<file path="config.mk">
export PLATFORM = sky130hd
export DESIGN_NAME = serial_mult_shift_add_hs
export DESIGN_NICKNAME = d
export VERILOG_FILES = /design/src/rtl/serial_mult_shift_add_hs.sv
export SDC_FILE = /design/constraint.sdc
export NUM_CORES = 1
export LEC_CHECK = 0
export CORE_MARGIN = 10
export CORE_UTILIZATION = 32
export CTS_BUF_LIST = sky130_fd_sc_hd__clkbuf_8
export CTS_CLUSTER_SIZE = 30
export DETAILED_ROUTE_END_ITERATION = 6
export PLACE_DENSITY = 0.51
export SYNTH_ARGS = -nofsm -noshare
export SYNTH_HDL_FRONTEND = slang
export SYNTH_SLANG_ARGS = --single-unit
</file>
<file path="constraint.sdc">
create_clock -name CLK -period 3.1 [get_ports CLK]
set_input_delay 0.62 -clock CLK [delete_from_list [all_inputs] [get_ports CLK]]
set_output_delay 0.62 -clock CLK [all_outputs]
set_load 0.02 [all_outputs]
</file>
<file path="src/rtl/serial_mult_shift_add_hs.sv">
// Shift-add serial multiplier: one multiplier bit per clock, unsigned or two's-complement.
// Optional macro ZERO_BYPASS_EN: a zero operand skips the iterations and returns 0 after two cycles.
module serial_mult_shift_add_hs #(
  parameter int WL = 4
) (
  input  logic              CLK,
  input  logic              RST,
  input  logic              START,
  input  logic              SIGNED_MODE,
  input  logic [WL-1:0]     Ain,
  input  logic [WL-1:0]     Bin,
  output logic              BUSY,
  output logic              DONE,
  output logic [2*WL-1:0]   Result
);

  localparam int CW = $clog2(WL);
  localparam logic [CW-1:0] LAST = CW'(WL - 1);

  typedef enum logic [1:0] {S_IDLE, S_RUN, S_FIN} state_t;

  state_t              r_state;
  logic [CW-1:0]       r_cnt;
  logic [WL-1:0]       r_mcand;
  logic [WL-1:0]       r_hi;
  logic [WL-1:0]       r_lo;
  logic                r_signed;
  logic                r_busy;
  logic                r_done;
  logic [2*WL-1:0]     r_result;

  logic                w_last;
  logic                w_bypass;
  logic [WL:0]         w_mext;
  logic [WL:0]         w_hext;
  logic [WL:0]         w_addend;
  logic [WL:0]         w_sum;
  logic [WL-1:0]       w_hi_nxt;
  logic [WL-1:0]       w_lo_nxt;

  // The extra adder bit carries the unsigned carry-out or the signed sign, so the
  // plain right shift of {sum, lower half} is correct in both modes.
  always_comb begin
    w_last   = (r_cnt == LAST);
    w_mext   = r_signed ? {r_mcand[WL-1], r_mcand} : {1'b0, r_mcand};
    w_hext   = r_signed ? {r_hi[WL-1], r_hi} : {1'b0, r_hi};
    w_addend = r_lo[0] ? w_mext : '0;
    // Multiplier MSB carries negative weight in two's complement.
    w_sum    = (r_signed && w_last) ? (w_hext - w_addend) : (w_hext + w_addend);
    w_hi_nxt = w_sum[WL:1];
    w_lo_nxt = {w_sum[0], r_lo[WL-1:1]};
  end

`ifdef ZERO_BYPASS_EN
  assign w_bypass = (Ain == '0) || (Bin == '0);
`else
  assign w_bypass = 1'b0;
`endif

  // A bypassed operation loads zero operands and runs only the final iteration
  // with BUSY low, landing in FIN one edge later with a zero product.
  always_ff @(posedge CLK or posedge RST) begin
    if (RST) begin
      r_state  <= S_IDLE;
      r_cnt    <= '0;
      r_mcand  <= '0;
      r_hi     <= '0;
      r_lo     <= '0;
      r_signed <= 1'b0;
      r_busy   <= 1'b0;
      r_done   <= 1'b0;
      r_result <= '0;
    end else begin
      r_done <= 1'b0;
      case (r_state)
        S_IDLE, S_FIN: begin
          if (START) begin
            r_mcand  <= w_bypass ? '0 : Ain;
            r_lo     <= w_bypass ? '0 : Bin;
            r_hi     <= '0;
            r_signed <= SIGNED_MODE;
            r_cnt    <= w_bypass ? LAST : '0;
            r_busy   <= !w_bypass;
            r_state  <= S_RUN;
          end else begin
            r_state <= S_IDLE;
          end
        end
        S_RUN: begin
          r_hi  <= w_hi_nxt;
          r_lo  <= w_lo_nxt;
          r_cnt <= r_cnt + 1'b1;
          if (w_last) begin
            r_state  <= S_FIN;
            r_busy   <= 1'b0;
            r_done   <= 1'b1;
            r_result <= {w_hi_nxt, w_lo_nxt};
          end
        end
        default: begin
          r_state <= S_IDLE;
          r_busy  <= 1'b0;
        end
      endcase
    end
  end

  assign BUSY   = r_busy;
  assign DONE   = r_done;
  assign Result = r_result;

endmodule

</file>
==> results of run 1 <==
[cells in the mapped netlist (2+ instances only)]
library cell	count
mux2_2	11
nor2_1	7
clkbuf_1	2
inv_1	6
xnor2_1	2
nor2b_1	2
nand2_1	14
ha_1	6
a21oi_1	5
a21o_1	2
dfrtp_1	27
mux2i_1	4
o21ai_0	6
a22o_1	4
xor2_1	3
[sequential cells by signal (all words and copies together), names as in the netlist]
| name | cells |
|---|---|
| DONE | 1 |
| r_cnt | 2 |
| r_signed | 1 |
| r_state | 2 |
| Result | 8 |
| r_lo | 4 |
| r_mcand | 4 |
| r_hi | 4 |
| BUSY | 1 |
[how the worst max path moves through the flow]
stage	cells after the start	endpoint	slack [ns]	from
2_1_floorplan	9	Result[7]	0.75	r_lo[0]
3_3_place_gp	9	Result[7]	0.56	r_lo[0]
3_5_place_dp	9	Result[7]	0.49	r_lo[0]
4_1_cts	9	Result[7]	0.47	r_lo[0]
5_1_grt	9	Result[7]	0.29	r_lo[0]
6_report	9	Result[7]	0.52	r_lo[0]
[cell type report]
cell class,instances,share of cell area
clock buffer,3,0.0247
clock inverter,1,0.00300
inverter,6,0.0135
multi-input combinational,80,0.378
sequential,27,0.404
tap,50,0.0375
timing repair buffer,24,0.139
[layer usage]
layer	vias up	routed length, um	global-route usage
li1	448	-	-
met1	450	1260	0.0933
met2	16	1280	0.136
met3	4	193	0.0329
met4	0	16	0.0180
met5	-	0	0
[logic make-up after synthesis]
group / after synthesis / synth area share
xor+xnor: 6 / 0.0495
compound gates: 21 / 0.103
fa+ha+maj: 7 / 0.0710
mux: 16 / 0.134
buf+inv: 9 / 0.0252
flops: 27 / 0.504
simple gates: 30 / 0.114
[power by group]
group / switching, W / internal [W]
Sequential: 0.000131 / 0.000528
Clock: 0.000118 / 0.0000903
Combinational: 0.000574 / 0.000610
Total: 0.000822 / 0.00123
[worst max-delay path: cells and delay by family (launching register included)]
family / cells / cell delay, ns
AO/OA/AOI/OAI: 3 / 0.69
XOR/XNOR: 2 / 0.45
flip-flops: 1 / 0.47
multiplexers: 1 / 0.26
adder cells (fa/ha/maj): 2 / 0.50
AND/OR/NAND/NOR: 1 / 0.11
[per-stage QoR]
step                setup slack, ns  hold WS (ns)  instance area [um^2]   util
global placement              0.557         0.472                  1620  0.403
global route                  0.288         0.526                  1670  0.415
finish                        0.516         0.499                  1670  0.415
CTS                           0.470         0.508                  1670  0.415
detailed placement            0.493         0.479                  1620  0.403
floorplan                     0.746         0.465                  1340      -
==> impl_metrics.toml, run 1 <==
[routing]
drt_iter0_drc = 56
drt_first_pass_iters = 4
viasPerCell = 4.81
wl_per_cell_um = 14.4
drc = 0
vias = 918
ant_nets = 0
wl_um = 2750

[global_routing]
grt_pass1_wl_um = 4860
overflow = 0
grt_max_degree = 16
antenna_found_initial = 0
gr-usage-all-layers = 0.0807
grt_pass1_vias = 1038

[floorplanning]
rows = 23
core_um2 = 4030
die_h_um = 84.7
chipWidth_um = 84.7
ioPinCount = 22
die_area_um2 = 7180
start_util = 0.333

[pwr]
peakVddDrop_v = 0.000519
power_leakage_nw = 0.754
power_w = 0.00205
power_density_nw_per_um2 = 1230

[worst_setup_path]
reg2reg_depth = 9
crit_arrival_ns = 2.76
path_class = "register to register"
crit_path_end_kind = "register"
rrSetupSlack_ns = 0.52
r2r_end = "Result[7]"
crit_slowest_cell = "dfrtp_1"
cp.required_ns = 3.27
max_stage_delay_ns = 0.47
timing.rr.start = "r_lo[0]"
crit_chain = "nand2_1 -> ha_1 -> a21oi_1 -> xor2_1 -> ha_1 -> a21o_1 -> a21oi_1 -> xnor3_1 -> mux2_4"
cp-start-kind = "register"
crit_path_max_fanout = 7

[timing]
min_period_over_period = 0.834
worst_pin_slew_ns = 0.531
clock.fmax_mhz = 387
hold_viol_final = 0
min_period_ns = 2.58
timing.setup.tns_ns = 0
setup_violations = 0
clock-skew-final_ns = 0.00330
rsz0062_at_grt = "no"
slew_violations = 0
maxSlewHeadroom = 0.645

[synthesis]
syn_area_per_cell_um2 = 11.6
synth-main-ff-cell = "dfrtp_1"
yosys.cell_types.count = 30
synth_area_um2 = 1340
synthArstFlopShare = 1.00
synth_nets = 135
synthTopCellsByArea = "dfrtp_1 (50%), mux2_2 (9.2%), ha_1 (5.6%)"
yosysTopAreaCellShare = 0.504
ys_seq_area_frac = 0.504
yosysWarnings = 0
netlist_instances = 116
yosys.area.top_type = "dfrtp_1"
ys_ff_latch = 27
synth_edf_count = 0

[cells_and_area]
n_antenna_cell = 0
fin_nets = 161
nFillCells = 417
layout_commonest_cell = "dfrtp_1"
syn2layout_area_growth_pct = 24.6
mostFrequentLayoutCells = "dfrtp_1 (27), clkdlybuf4s50_1 (21), nand2_1 (14), mux2_2 (11), nor2_1 (7)"
ff_latch_area_um2 = 676
stdcell_count = 191
multi_input_area_um2 = 631
final_layout_size_suffix_gt1_frac = 0.156

[min_path]
whs_path_depth = 2
hp-class = "register to register"
hold_end = "Result[3]"
worstHoldStart = "Result[3]"

[cts]
ctsHtreeMaxLevel = 1
post_cts_buffers = 0
clockRootBuffer = "clkbuf_8"
cts_max_path_buffers = 2
cts_tree = "done"
cts_num_sinks = 27
path_clk_slew_ns = 0.10
ctsHoldBuffers = 0
cts_made_buffers = 3
insertion_delay_ns = 0.27
cts_resized = 0

[job]
drv_cap = 0

[place]
dpl.hpwl_um = 2130
port_buffers = 21
place.gp.congestion = 0.830
dp.cells = 187

[run_status]
outcome = "completed"
Note: power is estimated with default switching activity, not from simulation.
==> inputs of run 2 (changes only) <==
clock period = 2.4 ns   (was 3.1 ns; I/O delays follow)
==> run 2 against run 1 <==
- combinational power rose by 42%
- worst setup slack got worse by 0.41 ns
- non-clock buffer count rose by 7
- global-route usage rose by 0.14 points
- highest routed layer unchanged
==> impl_metrics.toml, run 2 (synthesis gave the netlist of run 1 again) <==
[job]
drv_cap = 0

[cells_and_area]
n_antenna_cell = 0
stdcell_count = 198
final_layout_size_suffix_gt1_frac = 0.209
largest_reg_flops = 8
syn2layout_area_growth_pct = 29.2
mostFrequentLayoutCells = "dfrtp_1 (27), clkdlybuf4s50_1 (21), nand2_1 (14), mux2_2 (11), buf_4 (10)"
layout_commonest_cell = "dfrtp_1"
fin_nets = 168

[timing]
layout_setup_ws_ns = 0.108
rsz0062_at_grt = "no"
clock.fmax_mhz = 436
timing.hold.ws_ns = 0.503
setup_violations = 0
maxSlewHeadroom = 0.612
min_period_over_period = 0.955
clock-skew-final_ns = 0.00438
min_period_ns = 2.29
slew_violations = 0
worst_pin_slew_ns = 0.580
timing.setup.tns_ns = 0
hold_viol_final = 0

[min_path]
hp-class = "register to register"

[routing]
wl_um = 2760
vias = 939
drt_iter0_drc = 42
drt_first_pass_iters = 4
wl_met2_um = 1340
wl_per_cell_um = 13.9
drc = 0
met3_length_um = 151
topRoutingLayerUsed = "met4"
ant_nets = 0
viasPerCell = 4.74
met1Wirelength_um = 1260

[worst_setup_path]
crit_arrival_ns = 2.45
rrSetupSlack_ns = 0.11
path_class = "register to register"
crit_chain = "ha_2 -> nand2_1 -> nor2_1 -> a21oi_1 -> fa_1 -> a21o_1 -> a21oi_2 -> xnor3_1 -> mux2_4"
max_stage_delay_ns = 0.44
crit_path_end_kind = "register"
cp-start-kind = "register"
cp.required_ns = 2.56
cp_num_buf_inv = 0
crit_family = "adder cells"
crit_path_max_fanout = 4
crit_slowest_cell = "fa_1"

[place]
dp.cells = 192
post-place-ws_ns = 0.0604
port_buffers = 21
place.gp.congestion = 0.811
dpl.hpwl_um = 2130

[cts]
cts_tree = "done"
cts_max_path_buffers = 2
ctsHtreeMaxLevel = 1
cts_num_sinks = 27
ctsHoldBuffers = 0
clockRootBuffer = "clkbuf_8"
cts_made_buffers = 3
insertion_delay_ns = 0.27
path_clk_slew_ns = 0.09

[pwr]
power_w = 0.00276
peakVddDrop_v = 0.000480
power_density_nw_per_um2 = 1590
power_leakage_nw = 0.789

[global_routing]
grt_max_degree = 28
antenna_found_initial = 0
overflow = 0
gr-usage-all-layers = 0.0822
grt_pass1_wl_um = 4980
grt_pass1_vias = 1035

[floorplanning]
start_util = 0.333
ioPinCount = 22
core_um2 = 4030
rows = 23
die_h_um = 84.7
die_area_um2 = 7180
chipWidth_um = 84.7

[run_status]
outcome = "completed"
-- run 2: cell types whose count changed in the layout (fill, tap and decap cells not counted) --
cell | previous run | this run
a21oi_1 | 5 | 3
a21oi_2 | 0 | 2
buf_4 | 3 | 10
clkinv_2 | 1 | 0
ha_1 | 6 | 5
ha_2 | 0 | 1
inv_1 | 6 | 7
-- run 2: timing repair --
| item | CTS | global route |
|---|---|---|
| endpoints found under the setup margin | 0 | 2 |
| setup buffers | 0 | 2 |
| resized for setup | 0 | 3 |
-- run 2: worst reg2reg max path, cell delays in order, from the launching register on --
cell	delay, ns
dfrtp_1	0.37
ha_2	0.21
nand2_1	0.11
nor2_1	0.13
a21oi_1	0.08
fa_1	0.44
a21o_1	0.19
a21oi_2	0.16
xnor3_1	0.23
mux2_4	0.26
-- run 2: final timing paths --
check	from	end	cells past startpoint
worst min-delay path	Result[3]	Result[3]	2
worst max-delay path	r_cnt[1]	Result[7]	9
worst min register to register	Result[3]	Result[3]	2
min in group asynchronous	RST	Result[3]	3
worst max register to register	r_cnt[1]	Result[7]	9
max in group asynchronous	RST	r_hi[2]	3
-- run 2: final cells by class --
class / instances / area [um^2]
Clock inverter: 1 / 3.75
Fill cell: 404 / 2300
Timing Repair Buffer: 31 / 285
Sequential cell: 27 / 676
Clock buffer: 3 / 41.3
Inverter: 6 / 22.5
Tap cell: 50 / 62.6
Multi-Input combinational cell: 80 / 641
-- run 2: through the flow --
stage | util | area [um^2]
2_1_floorplan | - | 1340
3_3_place_gp | 0.412 | 1660
3_5_place_dp | 0.412 | 1660
4_1_cts | 0.424 | 1710
5_1_grt | 0.430 | 1730
6_report | 0.430 | 1730
-- run 2: layer usage --
metal,global-route usage,up-vias
li1,-,464
met1,0.0997,458
met2,0.135,15
met3,0.0309,2
met4,0.0180,0
met5,0,-
-- run 2: report_power, final --
part / switching (W) / internal [W] / total (W) / leakage [nW]
Clock: 0.000133 / 0.000114 / 0.000247 / 0.0269
Combinational: 0.000790 / 0.000884 / 0.00167 / 0.434
Sequential: 0.000155 / 0.000683 / 0.000838 / 0.328
==> inputs of run 3 (changes only) <==
CTS_CLUSTER_SIZE = 16   (was 30)
==> results of run 3 <==
No change in the layout: final DEF, timing and power equal those of run 2.
